$ cat config.mk
export PLATFORM = sky130hd
export DESIGN_NAME = conv_result_streamer_flat
export DESIGN_NICKNAME = d
export VERILOG_FILES = /design/src/rtl/npu_pkg.sv /design/src/rtl/conv_result_streamer_if.sv /design/src/rtl/requant_unit.sv /design/src/rtl/conv_result_streamer.sv /design/src/flat_wrapper.sv
export SDC_FILE = /design/constraint.sdc
export NUM_CORES = 1
export LEC_CHECK = 0
export CORE_AREA = 2 2 223 225
export CTS_CLUSTER_DIAMETER = 200
export DETAILED_ROUTE_END_ITERATION = 8
export DIE_AREA = 0 0 225 227
export GPL_ROUTABILITY_DRIVEN = 0
export PLACE_DENSITY = 0.69
export SLEW_MARGIN = 20
export SYNTH_ARGS = -nofsm -noshare
export SYNTH_HDL_FRONTEND = slang
export SYNTH_SLANG_ARGS = --single-unit
$ cat constraint.sdc
create_clock -name clk -period 20.1 [get_ports clk]
set_input_delay 6.03 -clock clk [delete_from_list [all_inputs] [get_ports clk]]
set_output_delay 6.03 -clock clk [all_outputs]
set_load 0.01 [all_outputs]
$ cat src/rtl/npu_pkg.sv
// Shared NPU definitions: datapath widths, frame size and the result-streamer state encoding.
package npu_pkg;

   localparam int RESULT_W    = 18;
   localparam int PIXEL_W     = 8;
   localparam int NUM_RESULTS = 30;

   typedef enum logic {
      ST_IDLE,
      ST_STREAM
   } stream_state_t;

endpackage

$ cat src/rtl/conv_result_streamer_if.sv
// Valid/ready element stream leaving the result streamer toward the next NPU stage.
interface conv_result_streamer_if #(
   parameter int OUT_W = npu_pkg::PIXEL_W,
   parameter int IDX_W = $clog2(npu_pkg::NUM_RESULTS)
) ();

   logic                    out_valid;
   logic                    out_ready;
   logic signed [OUT_W-1:0] out_data;
   logic [IDX_W-1:0]        out_index;
   logic                    out_last;

   modport master (
      output out_valid,
      output out_data,
      output out_index,
      output out_last,
      input  out_ready
   );

   modport slave (
      input  out_valid,
      input  out_data,
      input  out_index,
      input  out_last,
      output out_ready
   );

endinterface

$ cat src/rtl/requant_unit.sv
// Combinational requantiser: arithmetic right shift, optional ReLU, saturate to OUT_W bits.
module requant_unit #(
   parameter int IN_W  = npu_pkg::RESULT_W,
   parameter int OUT_W = npu_pkg::PIXEL_W,
   parameter int SHIFT = 2
) (
   input  logic signed [IN_W-1:0]  din,
   input  logic                    relu_en,
   output logic signed [OUT_W-1:0] dout,
   output logic                    sat
);

   // Output range expressed at the input width so the comparisons stay signed and exact.
   localparam logic signed [IN_W-1:0] MAX_V = $signed({{(IN_W-OUT_W+1){1'b0}}, {(OUT_W-1){1'b1}}});
   localparam logic signed [IN_W-1:0] MIN_V = $signed({{(IN_W-OUT_W+1){1'b1}}, {(OUT_W-1){1'b0}}});

   logic signed [IN_W-1:0] shifted;
   logic signed [IN_W-1:0] rectified;

   always_comb begin
      shifted   = din >>> SHIFT;
      rectified = (relu_en && (shifted < 0)) ? '0 : shifted;
      sat       = 1'b0;
      dout      = rectified[OUT_W-1:0];
      if (rectified > MAX_V) begin
         sat  = 1'b1;
         dout = MAX_V[OUT_W-1:0];
      end else if (rectified < MIN_V) begin
         sat  = 1'b1;
         dout = MIN_V[OUT_W-1:0];
      end
   end

endmodule

$ cat src/rtl/conv_result_streamer.sv
// Captures a conv-engine result frame on done_signal and streams it out requantised,
// one element per accepted handshake, with saturation counting and lost-frame detection.
module conv_result_streamer #(
   parameter int NUM_RESULTS = npu_pkg::NUM_RESULTS,
   parameter int IN_W        = npu_pkg::RESULT_W,
   parameter int OUT_W       = npu_pkg::PIXEL_W,
   parameter int SHIFT       = 2,
   localparam int IDX_W      = $clog2(NUM_RESULTS),
   localparam int SAT_W      = $clog2(NUM_RESULTS + 1)
) (
   input  logic                   clk,
   input  logic                   rst,
   input  logic                   done_signal,
   input  logic signed [IN_W-1:0] result_data [0:NUM_RESULTS-1],
   input  logic                   relu_en,
   output logic                   busy,
   output logic [SAT_W-1:0]       sat_count,
   output logic                   drop_err,
   conv_result_streamer_if.master out_if
);

   import npu_pkg::*;

   stream_state_t           state_q, state_d;
   logic [IDX_W-1:0]        idx_q, idx_d;
   logic                    out_valid_q, out_valid_d;
   logic signed [OUT_W-1:0] out_data_q, out_data_d;
   logic                    out_last_q, out_last_d;
   logic                    out_sat_q, out_sat_d;
   logic                    relu_q, relu_d;
   logic [SAT_W-1:0]        sat_q, sat_d;
   logic                    drop_q, drop_d;

   logic signed [IN_W-1:0]  buf_q [0:NUM_RESULTS-1];
   logic signed [IN_W-1:0]  buf_d [0:NUM_RESULTS-1];

   logic                    xfer;
   logic                    last_xfer;
   logic                    capture;
   logic [IDX_W-1:0]        nxt_idx;
   logic signed [IN_W-1:0]  rq_din;
   logic                    rq_relu;
   logic signed [OUT_W-1:0] rq_dout;
   logic                    rq_sat;

   assign xfer      = out_valid_q && out_if.out_ready;
   assign last_xfer = xfer && out_last_q;
   // A new frame is accepted when idle, or exactly on the cycle the current frame finishes.
   assign capture   = done_signal && ((state_q == ST_IDLE) || last_xfer);
   assign nxt_idx   = out_last_q ? '0 : idx_q + IDX_W'(1);

   // The requantiser always prepares the element to be presented after the next edge.
   assign rq_din    = capture ? result_data[0] : buf_q[nxt_idx];
   assign rq_relu   = capture ? relu_en : relu_q;

   requant_unit #(
      .IN_W  (IN_W),
      .OUT_W (OUT_W),
      .SHIFT (SHIFT)
   ) u_requant (
      .din     (rq_din),
      .relu_en (rq_relu),
      .dout    (rq_dout),
      .sat     (rq_sat)
   );

   // Frame buffer carries no reset: its contents only matter after a capture.
   generate
      for (genvar gi = 0; gi < NUM_RESULTS; gi++) begin : g_buf
         assign buf_d[gi] = capture ? result_data[gi] : buf_q[gi];
         always_ff @(posedge clk) begin
            buf_q[gi] <= buf_d[gi];
         end
      end
   endgenerate

   always_comb begin
      state_d     = state_q;
      idx_d       = idx_q;
      out_valid_d = out_valid_q;
      out_data_d  = out_data_q;
      out_last_d  = out_last_q;
      out_sat_d   = out_sat_q;
      relu_d      = relu_q;
      sat_d       = sat_q;
      drop_d      = drop_q;

      if (capture) begin
         state_d     = ST_STREAM;
         idx_d       = '0;
         sat_d       = '0;
         relu_d      = relu_en;
         out_valid_d = 1'b1;
         out_data_d  = rq_dout;
         out_sat_d   = rq_sat;
         out_last_d  = (NUM_RESULTS == 1);
      end else if (xfer) begin
         sat_d = sat_q + {{(SAT_W-1){1'b0}}, out_sat_q};
         if (out_last_q) begin
            state_d     = ST_IDLE;
            out_valid_d = 1'b0;
            out_last_d  = 1'b0;
         end else begin
            idx_d      = nxt_idx;
            out_data_d = rq_dout;
            out_sat_d  = rq_sat;
            out_last_d = (nxt_idx == IDX_W'(NUM_RESULTS - 1));
         end
      end

      if (done_signal && !capture) begin
         drop_d = 1'b1;
      end
   end

   always_ff @(posedge clk or negedge rst) begin
      if (!rst) begin
         state_q     <= ST_IDLE;
         idx_q       <= '0;
         out_valid_q <= 1'b0;
         out_data_q  <= '0;
         out_last_q  <= 1'b0;
         out_sat_q   <= 1'b0;
         relu_q      <= 1'b0;
         sat_q       <= '0;
         drop_q      <= 1'b0;
      end else begin
         state_q     <= state_d;
         idx_q       <= idx_d;
         out_valid_q <= out_valid_d;
         out_data_q  <= out_data_d;
         out_last_q  <= out_last_d;
         out_sat_q   <= out_sat_d;
         relu_q      <= relu_d;
         sat_q       <= sat_d;
         drop_q      <= drop_d;
      end
   end

   assign out_if.out_valid = out_valid_q;
   assign out_if.out_data  = out_data_q;
   assign out_if.out_index = idx_q;
   assign out_if.out_last  = out_last_q;
   assign busy             = (state_q == ST_STREAM);
   assign sat_count        = sat_q;
   assign drop_err         = drop_q;

endmodule

$ cat src/flat_wrapper.sv
// flat-port wrapper written by rule: the top's interface ports become plain ports
module conv_result_streamer_flat import npu_pkg::*;
#(
   parameter int NUM_RESULTS = npu_pkg::NUM_RESULTS,
   parameter int IN_W        = npu_pkg::RESULT_W,
   parameter int OUT_W       = npu_pkg::PIXEL_W,
   parameter int SHIFT       = 2,
   localparam int IDX_W      = $clog2(NUM_RESULTS),
   localparam int SAT_W      = $clog2(NUM_RESULTS + 1)
)
  (clk, rst, done_signal, result_data, relu_en, busy, sat_count, drop_err, out_if_out_valid, out_if_out_data, out_if_out_index, out_if_out_last, out_if_out_ready);
  conv_result_streamer_if #(.OUT_W(OUT_W), .IDX_W((5))) out_if_i ();
  input  logic clk;
  input  logic rst;
  input  logic done_signal;
  input  logic signed [IN_W-1:0] result_data[0:NUM_RESULTS-1];
  input  logic relu_en;
  output logic busy;
  output logic [SAT_W-1:0] sat_count;
  output logic drop_err;
  output wire logic [$bits(out_if_i.out_valid)-1:0] out_if_out_valid;
  output wire logic [$bits(out_if_i.out_data)-1:0] out_if_out_data;
  output wire logic [$bits(out_if_i.out_index)-1:0] out_if_out_index;
  output wire logic [$bits(out_if_i.out_last)-1:0] out_if_out_last;
  input wire logic [$bits(out_if_i.out_ready)-1:0] out_if_out_ready;
  assign out_if_out_valid = out_if_i.out_valid;
  assign out_if_out_data = out_if_i.out_data;
  assign out_if_out_index = out_if_i.out_index;
  assign out_if_out_last = out_if_i.out_last;
  assign out_if_i.out_ready = out_if_out_ready;
  conv_result_streamer #(.NUM_RESULTS(NUM_RESULTS), .IN_W(IN_W), .OUT_W(OUT_W), .SHIFT(SHIFT)) u_core (.clk(clk), .rst(rst), .done_signal(done_signal), .result_data(result_data), .relu_en(relu_en), .busy(busy), .sat_count(sat_count), .drop_err(drop_err), .out_if(out_if_i));
endmodule
==> flow_metrics.tcl, run 1 <==
set metrics [dict create \
    arrival_ns 10.23 \
    start_util 0.424 \
    clock-root-buffer "clkbuf_16" \
    r2r_setup_slack_ns 14.55 \
    drv_cap 0 \
    synth_enable_flop_cells 480 \
    io_buffer_count 506 \
    fraction_of_layout_cells_with_a_size_suffix_above_1 0.0821 \
    total_power_w 0.00321 \
    cts_sinks 503 \
    cts_inserted_buffers 54 \
    number_of_nets_produced_by_synthesis 1895 \
    route.detailed.drc 0 \
    grt_max_degree 172 \
    vias 13790 \
    cts_hold_buf 0 \
    number_of_library_cell_types_mapped_by_synthesis 86 \
    tightest_slew_ns 1.08 \
    dominantRegCellSynth "edfxtp_1" \
    grt_use_met2 0.426 \
    postSynthCellCount 1347 \
    timing.final.setup_violations 0 \
    worstHoldPathType "reg -> reg" \
    ctsResizeCount 0 \
    final_slew_viol_count 0 \
    gr-total-overflow 0 \
    ctsHtreeMaxLevel 2 \
    cp_max_fo 103 \
    timing.final.hold_violations 0 \
    per_cell_via_count_in_the_routed_design 5.50 \
    ant_nets 0 \
    tritoncts "yes" \
    minimum_period_implied_by_the_final_worst_setup_slack_ns 9.78 \
    crit_slowest_cell "or4b_4" \
    globalRouteMet3Util 0.0737 \
    fmaxAchievable_ghz 0.102 \
    wire_per_inst_um 25.4 \
    cell_area_after_placement_sq_um 26100 \
    grt.busiest_layer "met2" \
    post_synth_instance_area_sq_um 20600 \
    data_required_time_at_the_worst_endpoint_ns 20.56 \
    timing.slew.headroom 0.279 \
    grt_pass1_wl_um 90500 \
    clk-insertion-delay-late_ns 0.61 \
    synthToLayoutAreaGrowth_pct 35.3 \
    worst_setup_path_end_kind "flop" \
    fin_worst_hold_slack_ns 0.454 \
    final_core_util 0.573 \
    fp-row-count 81 \
    gr-usage-met1 0.294 \
    grt_usage 0.246 \
    rsz0062_at_grt "false" \
    critPathLaunchType "primary input" \
    power.ir.vdd_worst_mv 0.0652 \
    synth_area_per_cell_sq_um 15.3 \
    finalWirelength_um 63600 \
    finClkSkew_ns 0.0211 \
    status "finished, final reports clean" \
    design_area_sq_um 27800 \
    ordered_list_of_cells_on_the_worst_path "clkdlybuf4s50_1 > a21boi_1 > nand2b_1 > buf_4 > inv_8 > buf_4 > nor2_2 > o311ai_0 > o211ai_2 > or4b_4 > o31ai_4 > o311ai_1" \
    pin_count 567 \
    fin_crit_sh 0.486 \
    setup_tns_ns 0 \
    timing_worst_setup_path_type "in -> reg" \
    vias_in_the_first_global_route 14102 \
    synth_seq_area_share 0.729 \
    clkTransAtPathRegs_ns 0.06 \
    drtPass1Iterations 7 \
    die_height_um 227 \
    total_power_density_per_cell_area_nw_per_um2 115 \
    max-clock-path-buffers 3 \
    ys_seq_elements 503 \
    die-area_sq_um 51100 \
    cts_setup_buffers 0 \
    ys.warnings.count 0 \
    critical-path-top-cell-by-count "buf_4" \
    post-dp-hpwl_um 44800 \
    critical-path-max-stage-delay_ns 0.53 \
    core_region_area_sq_um 48500 \
    postSynth.asyncResetShare 0.0457 \
    leakage_nw 9.26 \
    final_nets 2381 \
    dieWidth_um 225 \
    initial_antenna_violation_count 18 \
    initialDrtViolationCount 1069 \
]
-- sequential cells by signal (all words and copies together), names as in the netlist --
| name | count |
|---|---|
| u_core.buf_q | 480 |
| u_core.out_if.out_data | 8 |
| u_core.out_if.out_index | 5 |
| u_core.sat_count | 5 |
| u_core.busy | 1 |
| u_core.drop_err | 1 |
| u_core.out_if.out_last | 1 |
| u_core.out_sat_q | 1 |
| u_core.relu_q | 1 |
-- per-stage QoR --
| step | worst slack (ns) | cells |
|---|---|---|
| CTS | 10.35 | 2498 |
| global placement | 9.77 | 2399 |
| detailed placement | 9.65 | 2399 |
| finish | 10.32 | 2506 |
| global route | 10.01 | 2504 |
| floorplan | 0.125 | 1347 |
-- report_power, final --
part | switching, W | internal [W]
combinational | 0.000635 | 0.000393
sequential | 0.0000314 | 0.00118
clock | 0.000416 | 0.000554
-- worst max-delay path, delay by kind of cell --
family	cells	cell delay (ns)
buf+inv	4	1.56
simple gates	3	1.16
compound gates	5	1.45
-- path summary, 6_finish.rpt --
kind,startpoint,end,cells after the start
min in group asynchronous,rst,u_core.drop_err,2
hold / removal,u_core.drop_err,u_core.drop_err,1
max in group asynchronous,rst,u_core.out_if.out_index[0],2
setup reg to reg,u_core.out_if.out_index[0],u_core.out_if.out_data[3],11
hold reg to reg,u_core.drop_err,u_core.drop_err,1
setup / recovery,out_if_out_ready,u_core.out_if.out_data[1],12
-- layout make-up --
| type | count | area, sq um |
|---|---|---|
| antenna | 8 | 20.0 |
| clock buffer | 61 | 1400 |
| clock inverter | 38 | 327 |
| fill | 3798 | 20700 |
| inverter | 5 | 26.3 |
| multi-input combinational | 744 | 5060 |
| sequential | 503 | 15000 |
| tap | 622 | 778 |
| timing repair buffer | 525 | 5220 |
-- placed cells by master (no fill, tap or decap), types with 28 or more instances in the layout --
master and n:
a211oi_1 52, a21oi_1 40, a311oi_1 37, clkbuf_16 55, clkdlybuf4s50_1 506, edfxtp_1 480, mux2i_1 63, nand2_1 184
nand3_1 29, nor2b_1 50, nor3_1 28, o21ai_0 35
-- synth_stat cells, types with 10 or more instances --
master      n  area share
a311o_1    10      0.0049
o31ai_1    16      0.0058
nor2_1     26      0.0047
buf_2      37      0.0090
o21ai_0    35      0.0085
edfxtp_1  480        0.70
a31oi_1    18      0.0055
dfrtp_1    23       0.028
nor2b_1    51       0.016
buf_4      18      0.0066
nor3_1     28      0.0068
a211oi_1   52       0.019
mux4_2     10       0.011
nand2_1   185       0.034
a311oi_1   37       0.016
a21oi_1    40      0.0097
o221ai_1   12      0.0051
clkbuf_1   22      0.0040
mux2i_1    63       0.031
nand3_1    29      0.0071
-- cells by family (layout without fill, tap and decap cells) --
group	after synthesis	count (layout)	synth area share
flops	503	503	0.729
simple gates	352	352	0.0802
compound gates	297	297	0.109
buf+inv	100	629	0.0271
mux	85	85	0.0492
xor+xnor	7	7	0.00426
fa+ha+maj	3	3	0.00182
other cells	0	8	0
-- metal layers --
metal | share of wire | vias to the layer above
li1 | - | 6301
met1 | 0.38 | 6768
met2 | 0.50 | 594
met3 | 0.094 | 103
met4 | 0.023 | 24
met5 | 0.0024 | -
No activity file was read; power rests on OpenSTA's default activity.
==> inputs of run 2 (changes only) <==
--- a/config.mk
+++ b/config.mk
@@ -5,12 +5,11 @@
 export SDC_FILE = /design/constraint.sdc
 export NUM_CORES = 1
 export LEC_CHECK = 0
-export CORE_AREA = 2 2 223 225
+export CORE_UTILIZATION = 44
 export CTS_CLUSTER_DIAMETER = 200
 export DETAILED_ROUTE_END_ITERATION = 8
-export DIE_AREA = 0 0 225 227
 export GPL_ROUTABILITY_DRIVEN = 0
-export PLACE_DENSITY = 0.69
+export PLACE_DENSITY = 0.74
 export SLEW_MARGIN = 20
 export SYNTH_ARGS = -nofsm -noshare
 export SYNTH_HDL_FRONTEND = slang
==> constraint.sdc (replaced) <==
create_clock -name clk -period 8 [get_ports clk]
set_input_delay 2.4 -clock clk [delete_from_list [all_inputs] [get_ports clk]]
set_output_delay 2.4 -clock clk [all_outputs]
set_load 0.01 [all_outputs]
==> run 2 against run 1 <==
Effect of this change: first-iteration DRC count grew 11%; wire length is essentially flat; die area shrank 6.8%; combinational power rose to 2.6 times the previous value; cell area fell by 0.80%; largest cell class unchanged; non-clock buffer count decreased by 1; power up 150%; sequential share of layout area increased by 0.44 points; highest routed layer unchanged; utilization rose by 3.0 points.
==> flow_metrics.tcl, run 2 (synthesis results as in run 1) <==
set metrics [dict create \
    grt_usage 0.263 \
    final_core_util 0.603 \
    fin_worst_hold_slack_ns 0.479 \
    tightest_slew_ns 1.08 \
    clock-root-buffer "clkbuf_16" \
    wire_per_inst_um 25.7 \
    most-common-layout-cells "505 x clkdlybuf4s50_1, 480 x edfxtp_1, 184 x nand2_1" \
    io_buffer_count 506 \
    initial_antenna_violation_count 6 \
    clk-insertion-delay-late_ns 0.60 \
    gr-total-overflow 0 \
    initialDrtViolationCount 1184 \
    path_delay_family "compound AO/OA/AOI/OAI gates" \
    cp_max_fo 86 \
    post_layout_nonfiller_instances 2475 \
    timing.final.setup_violations 0 \
    timing.critical_path.buf_inv 3 \
    die-area_sq_um 47600 \
    cts_inserted_buffers 51 \
    drtPass1Iterations 5 \
    ant_nets 0 \
    dieWidth_um 218 \
    vias_in_the_first_global_route 14147 \
    post-dp-hpwl_um 44800 \
    vias 14008 \
    final_nets 2377 \
    crit_slowest_cell "or4b_4" \
    total_power_density_per_cell_area_nw_per_um2 288 \
    rsz0062_at_grt "false" \
    largest-register "u_core.buf_q" \
    die_height_um 218 \
    cts_sinks 503 \
    power.ir.vdd_worst_mv 0.190 \
    largest_register_ff_count 480 \
    core_region_area_sq_um 45800 \
    ctsHtreeMaxLevel 2 \
    fp-row-count 78 \
    placedCellCount 2376 \
    route.detailed.drc 0 \
    timing.slew.headroom 0.280 \
    fraction_of_layout_cells_with_a_size_suffix_above_1 0.0743 \
    timing.final.hold_violations 0 \
    drv_cap 0 \
    tritoncts "yes" \
    fmaxAchievable_ghz 0.178 \
    cts_hold_buf 0 \
    leakage_nw 9.18 \
    critPathLaunchType "primary input" \
    final_slew_viol_count 0 \
    ordered_list_of_cells_on_the_worst_path "clkdlybuf4s50_1 > a21boi_1 > nand2b_1 > buf_4 > inv_8 > nor2_2 > o311ai_0 > o211ai_2 > or4b_4 > o31ai_4 > o311ai_1" \
    status "finished, final reports clean" \
    worst_setup_path_end_kind "flop" \
    grt_pass1_wl_um 90600 \
    arrival_ns 6.07 \
    timing_worst_setup_path_type "in -> reg" \
    fin_crit_sh 0.703 \
    setup_tns_ns 0 \
    per_cell_via_count_in_the_routed_design 5.66 \
    worstHoldPathType "reg -> reg" \
    ctsResizeCount 0 \
    max-clock-path-buffers 3 \
    data_required_time_at_the_worst_endpoint_ns 8.44 \
    pin_count 567 \
    synthToLayoutAreaGrowth_pct 34.2 \
    mostFrequentLayoutCell "clkdlybuf4s50_1" \
    critical-path-max-stage-delay_ns 0.52 \
    minimum_period_implied_by_the_final_worst_setup_slack_ns 5.62 \
    cts_setup_buffers 0 \
    finalWirelength_um 63600 \
    clkTransAtPathRegs_ns 0.07 \
    start_util 0.449 \
    finClkSkew_ns 0.0257 \
    grt_max_degree 91 \
]
==> run 2: cell type report <==
class                      instances  area [sq um]
timing repair buffer             524          5200
clock inverter                    31           239
multi-input combinational        744          5060
tap                              600           751
fill                            3465         18200
sequential                       503         15000
antenna                            4          10.0
inverter                           5          26.3
clock buffer                      64          1330
==> run 2: metrics by stage <==
step	setup WS, ns	total power [W]	instance area [sq um]
2_1_floorplan	0.853	0.00462	20600
3_3_place_gp	1.78	0.00570	26000
3_5_place_dp	1.72	0.00574	26000
4_1_cts	2.35	0.00801	27600
5_1_grt	2.11	0.00828	27600
6_report	2.38	0.00795	27600
==> run 2: worst reg2reg max path, stage by stage, from the launching register on <==
cell and delay (ns):
dfrtp_4 0.69, ha_2 1.12, nand2b_4 0.54, buf_4 0.50, a211oi_1 0.37, a31oi_1 0.11
a2111o_1 0.48, o2111ai_1 0.16, nor3_1 0.11, a41oi_1 0.68, o31ai_1 0.19
==> run 2: metal layers <==
metal,global-route usage,vias up,share of wire
met5,0,-,0.00039
met4,0.0902,4,0.026
met3,0.0593,99,0.086
met2,0.455,668,0.50
met1,0.325,6949,0.38
li1,-,6288,-
==> run 2: power by group <==
part | total, W | internal, W | switching, W
registers | 0.00304 | 0.00296 | 0.0000799
clock network | 0.00228 | 0.00127 | 0.00100
logic | 0.00263 | 0.000991 | 0.00164
total | 0.00795 | 0.00522 | 0.00272
==> run 2: final timing paths <==
| check | startpoint | to | slack (ns) | cells past startpoint |
|---|---|---|---|---|
| max | out_if_out_ready | u_core.out_if.out_data[1] | 2.38 | 11 |
| min | u_core.drop_err | u_core.drop_err | 0.48 | 1 |
| max reg2reg | u_core.out_if.out_index[0] | u_core.out_if.out_data[5] | 2.90 | 10 |
| min reg2reg | u_core.drop_err | u_core.drop_err | 0.48 | 1 |
| max in group asynchronous | rst | u_core.out_if.out_index[0] | 5.81 | 1 |
| min in group asynchronous | rst | u_core.out_if.out_index[2] | 1.78 | 1 |
==> inputs of run 3 (changes only) <==
==> constraint.sdc (replaced) <==
create_clock -name clk -period 5.17 [get_ports clk]
set_input_delay 1.551 -clock clk [delete_from_list [all_inputs] [get_ports clk]]
set_output_delay 1.551 -clock clk [all_outputs]
set_load 0.01 [all_outputs]
==> run 3 against run 2 <==
Effect of this change: critical path type unchanged; largest cell class unchanged; cell count increased by 0.44%; largest power group unchanged; clock power increased by 59%; critical endpoint unchanged; non-clock buffer count increased by 8; die area unchanged; via count increased by 0.42%; register-to-register slack got worse by 1.9 ns.
==> flow_metrics.tcl, run 3 (synthesis results as in run 1) <==
set metrics [dict create \
    cts_setup_buffers 0 \
    critPathLaunchType "primary input" \
    route.detailed.drc 0 \
    status "finished, final reports clean" \
    cell_area_after_placement_sq_um 26200 \
    vias 14067 \
    final_nets 2387 \
    finClkSkew_ns 0.0247 \
    worstHoldPathType "reg -> reg" \
    per_cell_via_count_in_the_routed_design 5.66 \
    rsz0062_at_grt "false" \
    critical-path-top-cell-by-count "buf_4" \
    final_slew_viol_count 0 \
    timing.slew.headroom 0.271 \
    multi_input_comb_area_sq_um 5060 \
    cp_max_fo 17 \
    startpoint_of_the_tightest_hold_check_path "u_core.drop_err" \
    regToRegStartpoint "u_core.out_if.out_index[0]" \
    dieWidth_um 218 \
    die-area_sq_um 47600 \
    preCtsSetupSlack_ns 0.384 \
    fillCellCount 3471 \
    data_required_time_at_the_worst_endpoint_ns 5.62 \
    largest_register_ff_count 480 \
    grt_pass1_wl_um 90800 \
    arrival_ns 4.67 \
    drtPass1Iterations 5 \
    worst_setup_path_startpoint "out_if_out_ready" \
    power.ir.vdd_worst_mv 0.282 \
    finalWirelength_um 63900 \
    leakage_nw 9.27 \
    initialDrtViolationCount 1303 \
    fraction_of_layout_cells_with_a_size_suffix_above_1 0.0798 \
    vias_in_the_first_global_route 14265 \
    fp-row-count 78 \
    synthToLayoutAreaGrowth_pct 35.1 \
    clkTransAtPathRegs_ns 0.06 \
    core_region_area_sq_um 45800 \
    post-dp-hpwl_um 45200 \
    timing.final.setup_violations 0 \
    fin_worst_hold_slack_ns 0.465 \
    io_buffer_count 506 \
    drv_cap 0 \
    cts_inserted_buffers 53 \
    die_height_um 218 \
    path_delay_family "compound AO/OA/AOI/OAI gates" \
    timing_worst_setup_path_type "in -> reg" \
    gr-total-overflow 0 \
    ant_nets 0 \
    fin_crit_sh 0.816 \
    ctsResizeCount 0 \
    tightest_slew_ns 1.09 \
    minimum_period_implied_by_the_final_worst_setup_slack_ns 4.22 \
    cts_hold_buf 0 \
    worst_setup_path_end_kind "flop" \
    max-clock-path-buffers 3 \
    design_area_sq_um 27800 \
    clk-insertion-delay-late_ns 0.60 \
    grt_max_degree 190 \
    setup_tns_ns 0 \
    seqCellArea_sq_um 15000 \
    largest-register "u_core.buf_q" \
    ctsHtreeMaxLevel 2 \
    critical-path-max-stage-delay_ns 0.60 \
    timing.final.hold_violations 0 \
    start_util 0.449 \
    initial_antenna_violation_count 9 \
    setup_ws_ns 0.950 \
    cts_sinks 503 \
    timing.critical_path.buf_inv 3 \
    grt_usage 0.265 \
    tritoncts "yes" \
    fmaxAchievable_ghz 0.237 \
    crit_slowest_cell "or4b_4" \
    most-common-layout-cells "506 x clkdlybuf4s50_1, 480 x edfxtp_1, 184 x nand2_1" \
    pin_count 567 \
    ordered_list_of_cells_on_the_worst_path "clkdlybuf4s50_1 > a21boi_1 > nand2b_1 > buf_4 > buf_4 > nand3_4 > o32ai_2 > a221oi_1 > or4b_4 > o31ai_4 > o311ai_1" \
    total_power_density_per_cell_area_nw_per_um2 448 \
    mostFrequentLayoutCell "clkdlybuf4s50_1" \
    clock-root-buffer "clkbuf_16" \
    wire_per_inst_um 25.7 \
]
[run 3: cell types whose count changed in the layout (fill, tap and decap cells not counted), sizes merged]
cell and delta:
clkbuf -1, clkdlybuf4s50 +1, inv +1, diode +3
buf +7
[run 3: stage by stage]
| stage | power (W) | cells | utilization |
|---|---|---|---|
| floorplan | 0.00715 | 1347 | - |
| global placement | 0.00887 | 2384 | 0.571 |
| detailed placement | 0.00892 | 2384 | 0.571 |
| CTS | 0.0125 | 2479 | 0.607 |
| global route | 0.0130 | 2484 | 0.607 |
| finish | 0.0125 | 2486 | 0.607 |
[run 3: cell type report]
cell class                 instances  share of cell area
timing repair buffer             532               0.191
tap                              600              0.0270
sequential                       503               0.539
multi-input combinational        744               0.182
clock inverter                    32             0.00891
inverter                           5            0.000945
antenna                            7            0.000630
clock buffer                      63              0.0498
[run 3: final timing paths]
path | cells past startpoint | slack [ns] | endpoint
max | 11 | 0.95 | u_core.out_if.out_data[1]
min | 1 | 0.47 | u_core.drop_err
max reg2reg | 9 | 1.04 | u_core.out_if.out_data[1]
min reg2reg | 1 | 0.47 | u_core.drop_err
max in group asynchronous | 2 | 3.25 | u_core.out_if.out_index[0]
min in group asynchronous | 1 | 1.30 | u_core.sat_count[3]
[run 3: worst register-to-register path, stage by stage (launching register included)]
cell and delay, ns:
dfrtp_4 0.49, ha_2 0.66, nand2b_4 0.48, a211oi_1 0.41, a2111oi_0 0.19, a41o_1 0.33, o211ai_2 0.27, or4b_4 0.52
o31ai_4 0.47, o311ai_1 0.19
[run 3: power by group]
part | leakage (nW) | total [W] | switching [W] | internal [W]
clock | 0.801 | 0.00362 | 0.00156 | 0.00206
sequential | 4.59 | 0.00468 | 0.0000977 | 0.00458
combinational | 3.88 | 0.00415 | 0.00257 | 0.00158
[run 3: metal layers]
| layer | GRT usage | vias to the layer above | part of all wire |
|---|---|---|---|
| met3 | 0.0636 | 104 | 0.092 |
| li1 | - | 6320 | - |
| met2 | 0.462 | 728 | 0.51 |
| met4 | 0.0939 | 6 | 0.030 |
| met1 | 0.319 | 6909 | 0.37 |
| met5 | 0 | - | 0.00055 |
